===== config.mk =====
export PLATFORM = sky130hd
export DESIGN_NAME = axi_lite_cfg_master_flat
export DESIGN_NICKNAME = d
export VERILOG_FILES = /design/src/rtl/axi_lite_cfg_master_if.sv /design/src/rtl/axi_lite_cfg_master.sv /design/src/flat_wrapper.sv
export SDC_FILE = /design/constraint.sdc
export NUM_CORES = 1
export LEC_CHECK = 0
export BUFFER_PORTS_ARGS = -buffer_cell sky130_fd_sc_hd__buf_2
export CORE_ASPECT_RATIO = 0.7
export CORE_MARGIN = 2
export CORE_UTILIZATION = 50
export CTS_BUF_LIST = sky130_fd_sc_hd__clkbuf_16
export DETAILED_ROUTE_END_ITERATION = 12
export PLACE_DENSITY = 0.84
export SYNTH_ARGS = -nofsm -noshare
export SYNTH_HDL_FRONTEND = slang
export SYNTH_SLANG_ARGS = --single-unit

===== constraint.sdc =====
create_clock -name s_axi_aclk -period 4.6 [get_ports s_axi_aclk]
set_input_delay 0.92 -clock s_axi_aclk [delete_from_list [all_inputs] [get_ports s_axi_aclk]]
set_output_delay 0.92 -clock s_axi_aclk [all_outputs]
set_load 0.02 [all_outputs]

===== src/rtl/axi_lite_cfg_master_if.sv =====
// AXI4-Lite bus bundle between the config master and the network register port.
// The master modport is the initiator side; slave is the register block side.
interface axi_lite_cfg_master_if #(
  parameter int ADDR_W = 5,
  parameter int DATA_W = 32
);
  logic [ADDR_W-1:0]   m_axi_awaddr;
  logic [2:0]          m_axi_awprot;
  logic                m_axi_awvalid;
  logic                m_axi_awready;
  logic [DATA_W-1:0]   m_axi_wdata;
  logic [DATA_W/8-1:0] m_axi_wstrb;
  logic                m_axi_wvalid;
  logic                m_axi_wready;
  logic [1:0]          m_axi_bresp;
  logic                m_axi_bvalid;
  logic                m_axi_bready;
  logic [ADDR_W-1:0]   m_axi_araddr;
  logic [2:0]          m_axi_arprot;
  logic                m_axi_arvalid;
  logic                m_axi_arready;
  logic [DATA_W-1:0]   m_axi_rdata;
  logic [1:0]          m_axi_rresp;
  logic                m_axi_rvalid;
  logic                m_axi_rready;

  modport master (
    output m_axi_awaddr, m_axi_awprot, m_axi_awvalid, input m_axi_awready,
    output m_axi_wdata, m_axi_wstrb, m_axi_wvalid, input m_axi_wready,
    input m_axi_bresp, m_axi_bvalid, output m_axi_bready,
    output m_axi_araddr, m_axi_arprot, m_axi_arvalid, input m_axi_arready,
    input m_axi_rdata, m_axi_rresp, m_axi_rvalid, output m_axi_rready
  );

  modport slave (
    input m_axi_awaddr, m_axi_awprot, m_axi_awvalid, output m_axi_awready,
    input m_axi_wdata, m_axi_wstrb, m_axi_wvalid, output m_axi_wready,
    output m_axi_bresp, m_axi_bvalid, input m_axi_bready,
    input m_axi_araddr, m_axi_arprot, m_axi_arvalid, output m_axi_arready,
    output m_axi_rdata, m_axi_rresp, m_axi_rvalid, input m_axi_rready
  );
endinterface


===== src/rtl/axi_lite_cfg_master.sv =====
// Single-outstanding AXI4-Lite initiator: one command in, one bus transaction,
// one completion pulse out. Every output comes straight from a flop.
module axi_lite_cfg_master #(
  parameter int C_M_AXI_DATA_WIDTH = 32,
  parameter int C_M_AXI_ADDR_WIDTH = 5
) (
  input  logic                          s_axi_aclk,
  input  logic                          s_axi_aresetn,
  input  logic                          cmd_valid,
  output logic                          cmd_ready,
  input  logic                          cmd_write,
  input  logic [C_M_AXI_ADDR_WIDTH-1:0] cmd_addr,
  input  logic [C_M_AXI_DATA_WIDTH-1:0] cmd_wdata,
  output logic                          rsp_valid,
  output logic [C_M_AXI_DATA_WIDTH-1:0] rsp_rdata,
  output logic [1:0]                    rsp_resp,
  output logic                          err_sticky,
  input  logic                          err_clr,
  output logic                          busy,
  output logic [15:0]                   txn_count,
  axi_lite_cfg_master_if.master         m_axi
);

  typedef enum logic [2:0] {IDLE, WR_REQ, WR_RESP, RD_REQ, RD_RESP} state_e;

  state_e                        state_q;
  logic                          cmd_ready_q, busy_q, err_q, rsp_valid_q;
  logic                          awvalid_q, wvalid_q, bready_q, arvalid_q, rready_q;
  logic [C_M_AXI_ADDR_WIDTH-1:0] addr_q;
  logic [C_M_AXI_DATA_WIDTH-1:0] wdata_q, rsp_rdata_q;
  logic [1:0]                    rsp_resp_q;
  logic [15:0]                   txn_count_q, txn_count_d;

  logic                          done;
  logic [1:0]                    resp_in;
  logic [C_M_AXI_DATA_WIDTH-1:0] rdata_in;

  // Response handshake is qualified by state, so bready/rready need not be re-read.
  assign done     = (state_q == WR_RESP && m_axi.m_axi_bvalid) ||
                    (state_q == RD_RESP && m_axi.m_axi_rvalid);
  assign resp_in  = (state_q == RD_RESP) ? m_axi.m_axi_rresp : m_axi.m_axi_bresp;
  assign rdata_in = (state_q == RD_RESP) ? m_axi.m_axi_rdata : '0;
  assign txn_count_d = txn_count_q + 16'd1;

  always_ff @(posedge s_axi_aclk or negedge s_axi_aresetn) begin
    if (!s_axi_aresetn) begin
      state_q     <= IDLE;
      cmd_ready_q <= 1'b0;
      busy_q      <= 1'b0;
      err_q       <= 1'b0;
      rsp_valid_q <= 1'b0;
      awvalid_q   <= 1'b0;
      wvalid_q    <= 1'b0;
      bready_q    <= 1'b0;
      arvalid_q   <= 1'b0;
      rready_q    <= 1'b0;
      addr_q      <= '0;
      wdata_q     <= '0;
      rsp_rdata_q <= '0;
      rsp_resp_q  <= 2'b00;
      txn_count_q <= 16'd0;
    end else begin
      rsp_valid_q <= 1'b0;
      if (err_clr) err_q <= 1'b0;
      case (state_q)
        IDLE: begin
          if (cmd_valid && cmd_ready_q) begin
            addr_q      <= cmd_addr;
            wdata_q     <= cmd_wdata;
            cmd_ready_q <= 1'b0;
            busy_q      <= 1'b1;
            if (cmd_write) begin
              awvalid_q <= 1'b1;
              wvalid_q  <= 1'b1;
              state_q   <= WR_REQ;
            end else begin
              arvalid_q <= 1'b1;
              state_q   <= RD_REQ;
            end
          end else begin
            cmd_ready_q <= 1'b1;
          end
        end
        WR_REQ: begin
          // AW and W retire independently; leave once neither is still pending.
          if (m_axi.m_axi_awready) awvalid_q <= 1'b0;
          if (m_axi.m_axi_wready)  wvalid_q  <= 1'b0;
          if ((!awvalid_q || m_axi.m_axi_awready) && (!wvalid_q || m_axi.m_axi_wready)) begin
            bready_q <= 1'b1;
            state_q  <= WR_RESP;
          end
        end
        RD_REQ: begin
          if (m_axi.m_axi_arready) begin
            arvalid_q <= 1'b0;
            rready_q  <= 1'b1;
            state_q   <= RD_RESP;
          end
        end
        WR_RESP, RD_RESP: ;
        default: state_q <= IDLE;
      endcase
      if (done) begin
        bready_q    <= 1'b0;
        rready_q    <= 1'b0;
        rsp_valid_q <= 1'b1;
        rsp_resp_q  <= resp_in;
        rsp_rdata_q <= rdata_in;
        cmd_ready_q <= 1'b1;
        busy_q      <= 1'b0;
        txn_count_q <= txn_count_d;
        if (resp_in != 2'b00) err_q <= 1'b1;  // overrides err_clr above
        state_q     <= IDLE;
      end
    end
  end

  assign cmd_ready  = cmd_ready_q;
  assign rsp_valid  = rsp_valid_q;
  assign rsp_rdata  = rsp_rdata_q;
  assign rsp_resp   = rsp_resp_q;
  assign err_sticky = err_q;
  assign busy       = busy_q;
  assign txn_count  = txn_count_q;

  assign m_axi.m_axi_awaddr  = addr_q;
  assign m_axi.m_axi_awprot  = 3'b000;
  assign m_axi.m_axi_awvalid = awvalid_q;
  assign m_axi.m_axi_wdata   = wdata_q;
  assign m_axi.m_axi_wstrb   = '1;
  assign m_axi.m_axi_wvalid  = wvalid_q;
  assign m_axi.m_axi_bready  = bready_q;
  assign m_axi.m_axi_araddr  = addr_q;
  assign m_axi.m_axi_arprot  = 3'b000;
  assign m_axi.m_axi_arvalid = arvalid_q;
  assign m_axi.m_axi_rready  = rready_q;

endmodule


===== src/flat_wrapper.sv =====
// flat-port wrapper written by rule: the top's interface ports become plain ports
module axi_lite_cfg_master_flat 
#(
  parameter int C_M_AXI_DATA_WIDTH = 32,
  parameter int C_M_AXI_ADDR_WIDTH = 5
)
  (s_axi_aclk, s_axi_aresetn, cmd_valid, cmd_ready, cmd_write, cmd_addr, cmd_wdata, rsp_valid, rsp_rdata, rsp_resp, err_sticky, err_clr, busy, txn_count, m_axi_m_axi_awaddr, m_axi_m_axi_awprot, m_axi_m_axi_awvalid, m_axi_m_axi_awready, m_axi_m_axi_wdata, m_axi_m_axi_wstrb, m_axi_m_axi_wvalid, m_axi_m_axi_wready, m_axi_m_axi_bresp, m_axi_m_axi_bvalid, m_axi_m_axi_bready, m_axi_m_axi_araddr, m_axi_m_axi_arprot, m_axi_m_axi_arvalid, m_axi_m_axi_arready, m_axi_m_axi_rdata, m_axi_m_axi_rresp, m_axi_m_axi_rvalid, m_axi_m_axi_rready);
  axi_lite_cfg_master_if #(.ADDR_W((5)), .DATA_W((32))) m_axi_i ();
  input  logic s_axi_aclk;
  input  logic s_axi_aresetn;
  input  logic cmd_valid;
  output logic cmd_ready;
  input  logic cmd_write;
  input  logic [C_M_AXI_ADDR_WIDTH-1:0] cmd_addr;
  input  logic [C_M_AXI_DATA_WIDTH-1:0] cmd_wdata;
  output logic rsp_valid;
  output logic [C_M_AXI_DATA_WIDTH-1:0] rsp_rdata;
  output logic [1:0] rsp_resp;
  output logic err_sticky;
  input  logic err_clr;
  output logic busy;
  output logic [15:0] txn_count;
  output wire logic [$bits(m_axi_i.m_axi_awaddr)-1:0] m_axi_m_axi_awaddr;
  output wire logic [$bits(m_axi_i.m_axi_awprot)-1:0] m_axi_m_axi_awprot;
  output wire logic [$bits(m_axi_i.m_axi_awvalid)-1:0] m_axi_m_axi_awvalid;
  input wire logic [$bits(m_axi_i.m_axi_awready)-1:0] m_axi_m_axi_awready;
  output wire logic [$bits(m_axi_i.m_axi_wdata)-1:0] m_axi_m_axi_wdata;
  output wire logic [$bits(m_axi_i.m_axi_wstrb)-1:0] m_axi_m_axi_wstrb;
  output wire logic [$bits(m_axi_i.m_axi_wvalid)-1:0] m_axi_m_axi_wvalid;
  input wire logic [$bits(m_axi_i.m_axi_wready)-1:0] m_axi_m_axi_wready;
  input wire logic [$bits(m_axi_i.m_axi_bresp)-1:0] m_axi_m_axi_bresp;
  input wire logic [$bits(m_axi_i.m_axi_bvalid)-1:0] m_axi_m_axi_bvalid;
  output wire logic [$bits(m_axi_i.m_axi_bready)-1:0] m_axi_m_axi_bready;
  output wire logic [$bits(m_axi_i.m_axi_araddr)-1:0] m_axi_m_axi_araddr;
  output wire logic [$bits(m_axi_i.m_axi_arprot)-1:0] m_axi_m_axi_arprot;
  output wire logic [$bits(m_axi_i.m_axi_arvalid)-1:0] m_axi_m_axi_arvalid;
  input wire logic [$bits(m_axi_i.m_axi_arready)-1:0] m_axi_m_axi_arready;
  input wire logic [$bits(m_axi_i.m_axi_rdata)-1:0] m_axi_m_axi_rdata;
  input wire logic [$bits(m_axi_i.m_axi_rresp)-1:0] m_axi_m_axi_rresp;
  input wire logic [$bits(m_axi_i.m_axi_rvalid)-1:0] m_axi_m_axi_rvalid;
  output wire logic [$bits(m_axi_i.m_axi_rready)-1:0] m_axi_m_axi_rready;
  assign m_axi_m_axi_awaddr = m_axi_i.m_axi_awaddr;
  assign m_axi_m_axi_awprot = m_axi_i.m_axi_awprot;
  assign m_axi_m_axi_awvalid = m_axi_i.m_axi_awvalid;
  assign m_axi_i.m_axi_awready = m_axi_m_axi_awready;
  assign m_axi_m_axi_wdata = m_axi_i.m_axi_wdata;
  assign m_axi_m_axi_wstrb = m_axi_i.m_axi_wstrb;
  assign m_axi_m_axi_wvalid = m_axi_i.m_axi_wvalid;
  assign m_axi_i.m_axi_wready = m_axi_m_axi_wready;
  assign m_axi_i.m_axi_bresp = m_axi_m_axi_bresp;
  assign m_axi_i.m_axi_bvalid = m_axi_m_axi_bvalid;
  assign m_axi_m_axi_bready = m_axi_i.m_axi_bready;
  assign m_axi_m_axi_araddr = m_axi_i.m_axi_araddr;
  assign m_axi_m_axi_arprot = m_axi_i.m_axi_arprot;
  assign m_axi_m_axi_arvalid = m_axi_i.m_axi_arvalid;
  assign m_axi_i.m_axi_arready = m_axi_m_axi_arready;
  assign m_axi_i.m_axi_rdata = m_axi_m_axi_rdata;
  assign m_axi_i.m_axi_rresp = m_axi_m_axi_rresp;
  assign m_axi_i.m_axi_rvalid = m_axi_m_axi_rvalid;
  assign m_axi_m_axi_rready = m_axi_i.m_axi_rready;
  axi_lite_cfg_master #(.C_M_AXI_DATA_WIDTH(C_M_AXI_DATA_WIDTH), .C_M_AXI_ADDR_WIDTH(C_M_AXI_ADDR_WIDTH)) u_core (.s_axi_aclk(s_axi_aclk), .s_axi_aresetn(s_axi_aresetn), .cmd_valid(cmd_valid), .cmd_ready(cmd_ready), .cmd_write(cmd_write), .cmd_addr(cmd_addr), .cmd_wdata(cmd_wdata), .rsp_valid(rsp_valid), .rsp_rdata(rsp_rdata), .rsp_resp(rsp_resp), .err_sticky(err_sticky), .err_clr(err_clr), .busy(busy), .txn_count(txn_count), .m_axi(m_axi_i));
endmodule

==> impl_metrics.env, run 1 <==
export IMPL_wl_met1_mm=4.29
export IMPL_netlist_instances=447
export IMPL_first_pass_iters=4
export IMPL_intPower_mw=2.03
export IMPL_syn_area_um2=4190
export IMPL_vias=3551
export IMPL_endpoint_kind="flip-flop"
export IMPL_clk_pin_slew_ns=0.06
export IMPL_synth_cell_types=37
export IMPL_initial_utilization_pct=52.3
export IMPL_fillers=636
export IMPL_grt_max_degree=59
export IMPL_synth_seq_area_share_pct=59.2
export IMPL_async_reset_ff_share_pct=100
export IMPL_critPathKind="flip-flop to flip-flop"
export IMPL_met2_wirelength_mm=4.58
export IMPL_dr_wl_met3_um=697
export IMPL_ys_ff_latch=99
export IMPL_ioPinCount=194
export IMPL_power_frac_comb_pct=36.9
export IMPL_drv_slew=0
export IMPL_grt_pass1_vias=3376
export IMPL_cts_resized=0
export IMPL_hpwlAfterDp_mm=7.05
export IMPL_post_route_period_util_pct=48.2
export IMPL_rsz0062_at_grt="no"
export IMPL_htree_num_levels=3
export IMPL_synth_most_common_cell="nand2_1"
export IMPL_cp_slowest_stage_delay_ns=0.61
export IMPL_cts_buffers=9
export IMPL_p_seq_share_pct=39.5
export IMPL_p_switching_mw=1.37
export IMPL_fin_crit_ns=2.22
export IMPL_yosys_area_top_type_share_pct=59.2
export IMPL_syn_avg_cell_area_um2=9.37
export IMPL_synth_ff_type="dfrtp_1"
export IMPL_fp_dieW_um=113
export IMPL_cts_path_max_buffers=2
export IMPL_regArea_um2=2480
export IMPL_overflow=0
export IMPL_pre_cts_ws_ns=2.04
export IMPL_cp_top_family="compound AO/OA/AOI/OAI gates"
export IMPL_crit_arrival_ns=2.42
export IMPL_wirelength_mm=9.71
export IMPL_clkPwrFrac_pct=23.6
export IMPL_critPathRequiredTime_ns=4.80
export IMPL_synth_commonest_cells="192 x nand2_1, 99 x dfrtp_1, 38 x o21ai_0"
export IMPL_final_layout_size_suffix_gt1_share_pct=34.1
export IMPL_relSlewSlack_pct=50.6
export IMPL_synth_top_cell_by_area="dfrtp_1"
export IMPL_irDropWorstVdd_mv=0.329
export IMPL_crit_buf_inv=1
export IMPL_tns_ns=0
export IMPL_clock_latency_ns=0.34
export IMPL_ys_warnings_count=0
export IMPL_nets=700
export IMPL_syn2layout_area_growth_pct=28.6
export IMPL_hold_buffers=0
export IMPL_power_mw=3.40
export IMPL_root_buffer="clkbuf_16"
export IMPL_worstPathMaxFanout=48
export IMPL_finalHoldViolCount=0
export IMPL_gp_congestion=0.821
export IMPL_leakagePower_nw=2.93
export IMPL_clock_sinks=99
export IMPL_yosys_top_cells_area="dfrtp_1 59%, nand2_1 17%, o21ai_0 4.5%"
export IMPL_final_antenna_net_count=0
export IMPL_dieArea_um2=9130
export IMPL_post_cts_buffers=0
export IMPL_antenna_found_initial=0
export IMPL_maxCapViolCount=0
export IMPL_fin_ws_ns=2.38
export IMPL_finClkSkew_ns=0.00421
export IMPL_p_sw_share_pct=40.3
export IMPL_drc_errors=0
export IMPL_design_core_area_um2=8010
export IMPL_slowest_stage="dfrtp_1"
export IMPL_hold_class="flip-flop to flip-flop"
export IMPL_grt_pass1_wl_mm=15.7
export IMPL_cts_tree="yes"
export IMPL_n_antenna_cell=0
export IMPL_grtUsageTotal_pct=21.9
export IMPL_port_buffers=183
export IMPL_cp_start_kind="flip-flop"
export IMPL_multi_input_area_um2=1480
export IMPL_r2r_setup_slack_ns=2.38
export IMPL_via_per_inst=4.92
export IMPL_highest_layer="met4"
export IMPL_wl_per_cell_um=13.5
export IMPL_crit_chain="nand4bb_1 > o21a_2 > buf_4 > o21ai_0"
export IMPL_chipHeight_um=80.6
export IMPL_drtIter0Drc=243
export IMPL_worst_pin_slew_ns=0.739
export IMPL_p_per_area_nw_per_um2=631
export IMPL_synth_edf_count=0
export IMPL_status="finished, final reports clean"
export IMPL_max_freq_ghz=0.451
export IMPL_rows=27
export IMPL_setup_viol=0
## area by class of cell
class	count	share of cell area, %
Clock buffer	9	4.18
Clock inverter	7	1.70
Inverter	8	0.558
Multi-Input combinational cell	310	27.4
Sequential cell	99	46.0
Tap cell	101	2.35
Timing Repair Buffer	188	17.8
## state kept, by name, summed over array words and instances, names as in the netlist, 2 cells and up
register and count:
u_core.m_axi.m_axi_wdata 32, u_core.rsp_rdata 32, u_core.txn_count 16, u_core.m_axi.m_axi_araddr 5, u_core.state_q 3, u_core.rsp_resp 2
## final timing paths
check                                     start                           end  cells past startpoint
max                           u_core.state_q[0]          u_core.rsp_rdata[30]                      4
min                        u_core.txn_count[15]          u_core.txn_count[15]                      1
max reg2reg                   u_core.state_q[0]          u_core.rsp_rdata[30]                      4
min reg2reg                u_core.txn_count[15]          u_core.txn_count[15]                      1
max in group asynchronous         s_axi_aresetn   u_core.m_axi.m_axi_wdata[3]                      2
min in group asynchronous         s_axi_aresetn  u_core.m_axi.m_axi_wdata[16]                      1
## logic make-up (layout without fill, tap and decap cells)
logic type / count (synthesis) / count (layout) / synth area share [%]
other: 2 / 10 / 0.179
AOI/OAI and AO/OA: 51 / 51 / 6.75
muxes: 2 / 2 / 0.478
and+or+nand+nor: 231 / 231 / 23.5
xor gates and xnor gates: 15 / 15 / 3.14
DFF: 99 / 99 / 59.2
adders and majority gates: 1 / 1 / 0.299
buffers and inverters: 46 / 212 / 6.52
## cells in the final DEF, fill, tap and decap left out, types with 2 or more instances in the layout
cell type / n
clkinv_2: 3
bufinv_16: 2
o21ai_0: 38
nor2b_1: 2
buf_2: 182
nor3_1: 6
dfrtp_1: 99
nand2_1: 192
clkbuf_16: 9
nand2b_1: 2
nand4_1: 2
xor2_1: 8
buf_4: 6
nor4_2: 3
inv_1: 7
nand3_1: 9
a21oi_1: 2
and3_1: 2
mux2i_1: 2
a31oi_1: 2
conb_1: 10
nor2_1: 6
xnor2_1: 7
o21a_1: 2
## per-stage QoR
| stage | cell area (um^2) | instances | hold slack (ns) | util, % |
|---|---|---|---|---|
| 2_1_floorplan | 4220 | 455 | 0.540 | - |
| 3_3_place_gp | 5070 | 706 | 0.453 | 63.3 |
| 3_5_place_dp | 5070 | 706 | 0.457 | 63.3 |
| 4_1_cts | 5380 | 722 | 0.473 | 67.2 |
| 5_1_grt | 5380 | 722 | 0.482 | 67.2 |
| 6_report | 5380 | 722 | 0.470 | 67.2 |
## metal layers
layer  GRT usage (%)  up-vias
li1                -     1735
met1            29.0     1648
met2            34.5      151
met3            6.79       17
met4            7.44        0
met5               0        -
## power by group through the flow
stage | registers [mW] | logic (mW) | clock network, mW
5_1_grt | 1.38 | 1.38 | 0.849
4_1_cts | 1.34 | 1.27 | 0.813
3_5_place_dp | 1.35 | 1.26 | 0
3_3_place_gp | 1.34 | 1.23 | 0
6_report | 1.34 | 1.25 | 0.800
2_1_floorplan | 1.64 | 0.556 | 0
No activity file was read; power rests on OpenSTA's default activity.
==> inputs of run 2 (changes only) <==
Settings changed: CORE_UTILIZATION 50 to 42, PLACE_DENSITY 0.84 to 0.75.
Clock period 4.6 ns to 1.8 ns, I/O delays scaled along.
==> run 2 against run 1 <==
  * Combinational power increased to 2.7 times the previous value
  * Non-clock buffer count increased by 5
  * Cell count increased by 4.4%
  * Count of clock-buffer cells in the layout unchanged
  * Global-route usage decreased by 3.8 points
  * Register-to-register slack got worse by 2.3 ns
  * Clock skew increased by 0.00076 ns
  * Via count decreased by 1.9%
  * Critical endpoint is now u_core.txn_count[11]
  * Wire length decreased by 1.0%
  * Sequential power increased to 2.5 times the previous value
  * Worst hold slack got worse by 0.27 ns
  * Largest power group unchanged
  * Sequential cell count unchanged
==> impl_metrics.env, run 2 (synthesis gave the netlist of run 1 again) <==
export IMPL_status="finished, final reports clean"
export IMPL_tns_ns=0
export IMPL_r2r_end="u_core.txn_count[11]"
export IMPL_relSlewSlack_pct=65.2
export IMPL_grt_pass1_vias=3324
export IMPL_initial_utilization_pct=43.2
export IMPL_final_antenna_net_count=0
export IMPL_setup_viol=0
export IMPL_r2r_start="u_core.txn_count[3]"
export IMPL_post_route_period_util_pct=93.1
export IMPL_grtUsageTotal_pct=18.1
export IMPL_critPathRequiredTime_ns=2.05
export IMPL_clock_sinks=99
export IMPL_overflow=0
export IMPL_crit_arrival_ns=1.93
export IMPL_layout_common_cells="192 x nand2_1, 182 x buf_2, 99 x dfrtp_1"
export IMPL_clock_latency_ns=0.33
export IMPL_root_buffer="clkbuf_16"
export IMPL_ff2ff_path_depth=4
export IMPL_ioPinCount=194
export IMPL_post_cts_buffers=0
export IMPL_drtIter0Drc=142
export IMPL_first_pass_iters=4
export IMPL_drc_errors=0
export IMPL_nets=705
export IMPL_wl_per_cell_um=12.7
export IMPL_maxCapViolCount=0
export IMPL_via_per_inst=4.62
export IMPL_chipHeight_um=87.5
export IMPL_n_antenna_cell=0
export IMPL_vias=3483
export IMPL_fp_dieW_um=123
export IMPL_clk_pin_slew_ns=0.07
export IMPL_final_common_cell="nand2_1"
export IMPL_hpwlAfterDp_mm=7.15
export IMPL_max_freq_ghz=0.597
export IMPL_min_from="err_clr"
export IMPL_cts_buffers=9
export IMPL_cts_path_max_buffers=2
export IMPL_cp_startpoint="u_core.txn_count[3]"
export IMPL_irDropWorstVdd_mv=0.790
export IMPL_final_layout_size_suffix_gt1_share_pct=34.3
export IMPL_fillers=892
export IMPL_fin_crit_ns=1.68
export IMPL_power_mw=8.47
export IMPL_gp_congestion=0.787
export IMPL_rows=30
export IMPL_cp_start_kind="flip-flop"
export IMPL_worst_pin_slew_ns=0.523
export IMPL_p_per_area_nw_per_um2=1550
export IMPL_cp_endpoint="u_core.txn_count[11]"
export IMPL_critPathKind="flip-flop to flip-flop"
export IMPL_grt_max_degree=73
export IMPL_syn2layout_area_growth_pct=30.5
export IMPL_finalHoldViolCount=0
export IMPL_worstPathMaxFanout=6
export IMPL_leakagePower_nw=2.95
export IMPL_htree_num_levels=3
export IMPL_grt_pass1_wl_mm=15.4
export IMPL_antenna_found_initial=0
export IMPL_drv_slew=0
export IMPL_wirelength_mm=9.61
export IMPL_hold_class="input port to flip-flop"
export IMPL_design_core_area_um2=9680
export IMPL_port_buffers=183
export IMPL_finClkSkew_ns=0.00497
export IMPL_min_path_cells=2
export IMPL_endpoint_kind="flip-flop"
export IMPL_dieArea_um2=10800
export IMPL_rsz0062_at_grt="no"
export IMPL_cts_tree="yes"
export IMPL_r2r_setup_slack_ns=0.12
run 2: cell count changes in the layout (fill, tap and decap cells not counted):
cell / previous run / this run
clkinv_4: 0 / 1
clkinv_1: 1 / 2
o21a_4: 0 / 1
o21a_2: 1 / 0
buf_12: 0 / 4
bufinv_16: 2 / 0
dlygate4sd3_1: 0 / 1
run 2: metrics by stage:
stage	setup WS (ns)	util, %	instances	area (um^2)	hold WS (ns)
2_1_floorplan	0.244	-	455	4220	0.0644
3_3_place_gp	0.152	53.5	737	5180	0.333
3_5_place_dp	0.0523	53.5	737	5180	0.333
4_1_cts	0.0345	56.4	754	5460	0.193
5_1_grt	0.0257	56.4	754	5470	0.192
6_report	0.125	56.4	754	5470	0.205
run 2: area by class of cell:
class	instances	area, um^2	area share [%]
repair buffers	193	1050	19.1
flip-flops and latches	99	2480	45.3
well taps	128	160	2.93
clock inverters	7	43.8	0.801
inverters	8	30.0	0.549
clock buffers	9	225	4.12
multi-input cells	310	1480	27.1
run 2: critical path, stage by stage (launching register included):
cell and delay, ns:
dfrtp_1 0.47, nand4_2 0.18, or2_0 0.42, nor4_2 0.34
xor2_1 0.18
run 2: metal layers:
layer  track usage, %  vias up  share of wire [%]
met5                0        -                  0
met4             4.03        0               0.87
met3             5.66        7                6.6
met2             30.5      110                 48
met1             23.0     1623                 45
li1                 -     1743                  -
run 2: worst min-delay path by stage:
stage,slack [ns],end
floorplan,0.06,u_core.busy
global placement,0.33,u_core.txn_count[14]
detailed placement,0.33,u_core.txn_count[7]
CTS,0.19,u_core.err_sticky
global route,0.19,u_core.err_sticky
finish,0.20,u_core.err_sticky
run 2: repair_timing:
item / 4_1_cts / 5_1_grt
hold buffers: 1 / 0
endpoints found under the hold margin: 30 / 0
gates resized for setup: 0 / 1
endpoints found under the setup margin: 0 / 19
run 2: power by group:
| group | internal, mW | total [mW] | leakage (nW) | switching (mW) |
|---|---|---|---|---|
| Combinational | 1.12 | 3.33 | 1.54 | 2.20 |
| Clock | 0.932 | 1.74 | 0.133 | 0.808 |
| Sequential | 2.92 | 3.40 | 1.27 | 0.479 |
| Total | 4.98 | 8.47 | 2.95 | 3.49 |
==> inputs of run 3 (changes only) <==
Settings changed: BUFFER_PORTS_ARGS -buffer_cell sky130_fd_sc_hd__buf_2 to -buffer_cell sky130_fd_sc_hd__clkbuf_2.
==> run 3 against run 2 <==
  * Wire length up 0.66%
  * Cell area up 0.50%
  * Cell count down 0.40%
  * Total power up 3.4%
  * Clock skew about the same
  * Worst setup slack better by 0.0016 ns
  * Highest routed layer unchanged
  * Sequential cell count unchanged
  * Non-clock buffer count down 3
  * Count of clock-buffer cells in the layout unchanged
  * Critical path depth unchanged
==> impl_metrics.env, run 3 (synthesis gave the netlist of run 1 again) <==
export IMPL_final_antenna_net_count=0
export IMPL_ioPinCount=194
export IMPL_final_common_cell="nand2_1"
export IMPL_grt_pass1_wl_mm=15.3
export IMPL_finClkSkew_ns=0.00498
export IMPL_initial_utilization_pct=43.2
export IMPL_htree_num_levels=3
export IMPL_rows=30
export IMPL_hold_buffers=0
export IMPL_critPathRequiredTime_ns=2.06
export IMPL_wl_per_cell_um=12.9
export IMPL_r2r_setup_slack_ns=0.13
export IMPL_cts_tree="yes"
export IMPL_vias=3488
export IMPL_final_cells=751
export IMPL_post_cts_buffers=0
export IMPL_worst_pin_slew_ns=0.520
export IMPL_status="finished, final reports clean"
export IMPL_final_layout_size_suffix_gt1_share_pct=34.3
export IMPL_rsz0062_at_grt="no"
export IMPL_layout_common_cells="192 x nand2_1, 182 x clkbuf_2, 99 x dfrtp_1"
export IMPL_critPathKind="flip-flop to flip-flop"
export IMPL_root_buffer="clkbuf_16"
export IMPL_drv_slew=0
export IMPL_port_buffers=183
export IMPL_drtIter0Drc=167
export IMPL_r2r_end="u_core.txn_count[11]"
export IMPL_maxCapViolCount=0
export IMPL_pre_cts_ws_ns=0.0639
export IMPL_dpl_cell_count=735
export IMPL_clk_pin_slew_ns=0.07
export IMPL_hold_class="input port to asynchronous set/reset pin"
export IMPL_first_pass_iters=6
export IMPL_design_core_area_um2=9680
export IMPL_grtUsageTotal_pct=18.1
export IMPL_wirelength_mm=9.68
export IMPL_tns_ns=0
export IMPL_cp_start_kind="flip-flop"
export IMPL_cts_path_max_buffers=2
export IMPL_power_mw=8.76
export IMPL_fp_dieW_um=123
export IMPL_nets=702
export IMPL_irDropWorstVdd_mv=0.703
export IMPL_ff2ff_path_depth=4
export IMPL_dieArea_um2=10800
export IMPL_syn2layout_area_growth_pct=31.2
export IMPL_drc_errors=0
export IMPL_hpwlAfterDp_mm=6.92
export IMPL_clock_sinks=99
export IMPL_clock_latency_ns=0.34
export IMPL_grt_max_degree=100
export IMPL_crit_arrival_ns=1.94
export IMPL_cts_buffers=9
export IMPL_chipHeight_um=87.5
export IMPL_grt_pass1_vias=3120
export IMPL_endpoint_kind="flip-flop"
export IMPL_post_route_period_util_pct=93.0
export IMPL_fin_ws_ns=0.126
export IMPL_post_route_util_pct=56.7
export IMPL_gp_congestion=0.780
export IMPL_max_freq_ghz=0.597
export IMPL_finalHoldViolCount=0
export IMPL_overflow=0
export IMPL_n_antenna_cell=0
export IMPL_fin_crit_ns=1.67
export IMPL_r2r_start="u_core.txn_count[3]"
export IMPL_setup_viol=0
export IMPL_antenna_found_initial=0
export IMPL_cts_resized=0
export IMPL_leakagePower_nw=2.93
export IMPL_via_per_inst=4.64
export IMPL_p_per_area_nw_per_um2=1600
export IMPL_worstPathMaxFanout=6
export IMPL_cp_endpoint="u_core.txn_count[11]"
export IMPL_cp_startpoint="u_core.txn_count[3]"
export IMPL_relSlewSlack_pct=65.3
==> run 3: cell types whose count changed in the layout (fill, tap and decap cells not counted) <==
cell	before	now
dlygate4sd3_1	1	0
buf_4	6	4
clkbuf_2	0	182
bufinv_16	0	2
buf_2	182	0
inv_6	1	0
clkinv_1	2	1
clkinvlp_4	1	3
clkinv_2	3	1
==> run 3: final cells by class <==
cell class | count | area, um^2
clock buffers | 9 | 225
inverters | 8 | 33.8
repair buffers | 190 | 1020
well taps | 128 | 160
clock inverters | 7 | 92.6
flip-flops and latches | 99 | 2480
fillers | 883 | 4190
multi-input cells | 310 | 1480
==> run 3: critical path, cell delays in order, from the launching register on <==
cell     delay [ns]
dfrtp_1        0.46
nand4_2        0.18
or2_0          0.42
nor4_2         0.35
xor2_1         0.18
==> run 3: layer usage <==
metal	share of wire (%)	wire (um)	global-route usage [%]
met3	7.8	755	6.05
met1	43	4200	23.6
met4	0.56	54	4.65
met5	0	0	0
met2	48	4670	29.2
==> run 3: worst min path at each step <==
stage | startpoint | endpoint | slack (ns) | cells after the start
3_3_place_gp | u_core.txn_count[15] | u_core.txn_count[15] | 0.45 | 1
2_1_floorplan | s_axi_aresetn | u_core.busy | 0.06 | 0
4_1_cts | s_axi_aresetn | u_core.txn_count[8] | 0.1 | 2
5_1_grt | s_axi_aresetn | u_core.txn_count[8] | 0.11 | 2
3_5_place_dp | u_core.txn_count[15] | u_core.txn_count[15] | 0.46 | 1
6_report | s_axi_aresetn | u_core.txn_count[8] | 0.07 | 2
==> run 3: power breakdown <==
part	switching (mW)	internal, mW	total, mW
sequential	0.492	2.92	3.42
clock	0.832	1.21	2.04
combinational	2.19	1.11	3.30
==> run 3: metrics by stage <==
stage	cell area, um^2	hold slack (ns)
3_5_place_dp	5160	0.461
3_3_place_gp	5160	0.455
5_1_grt	5490	0.113
2_1_floorplan	4220	0.0644
6_report	5490	0.0737
4_1_cts	5480	0.0958
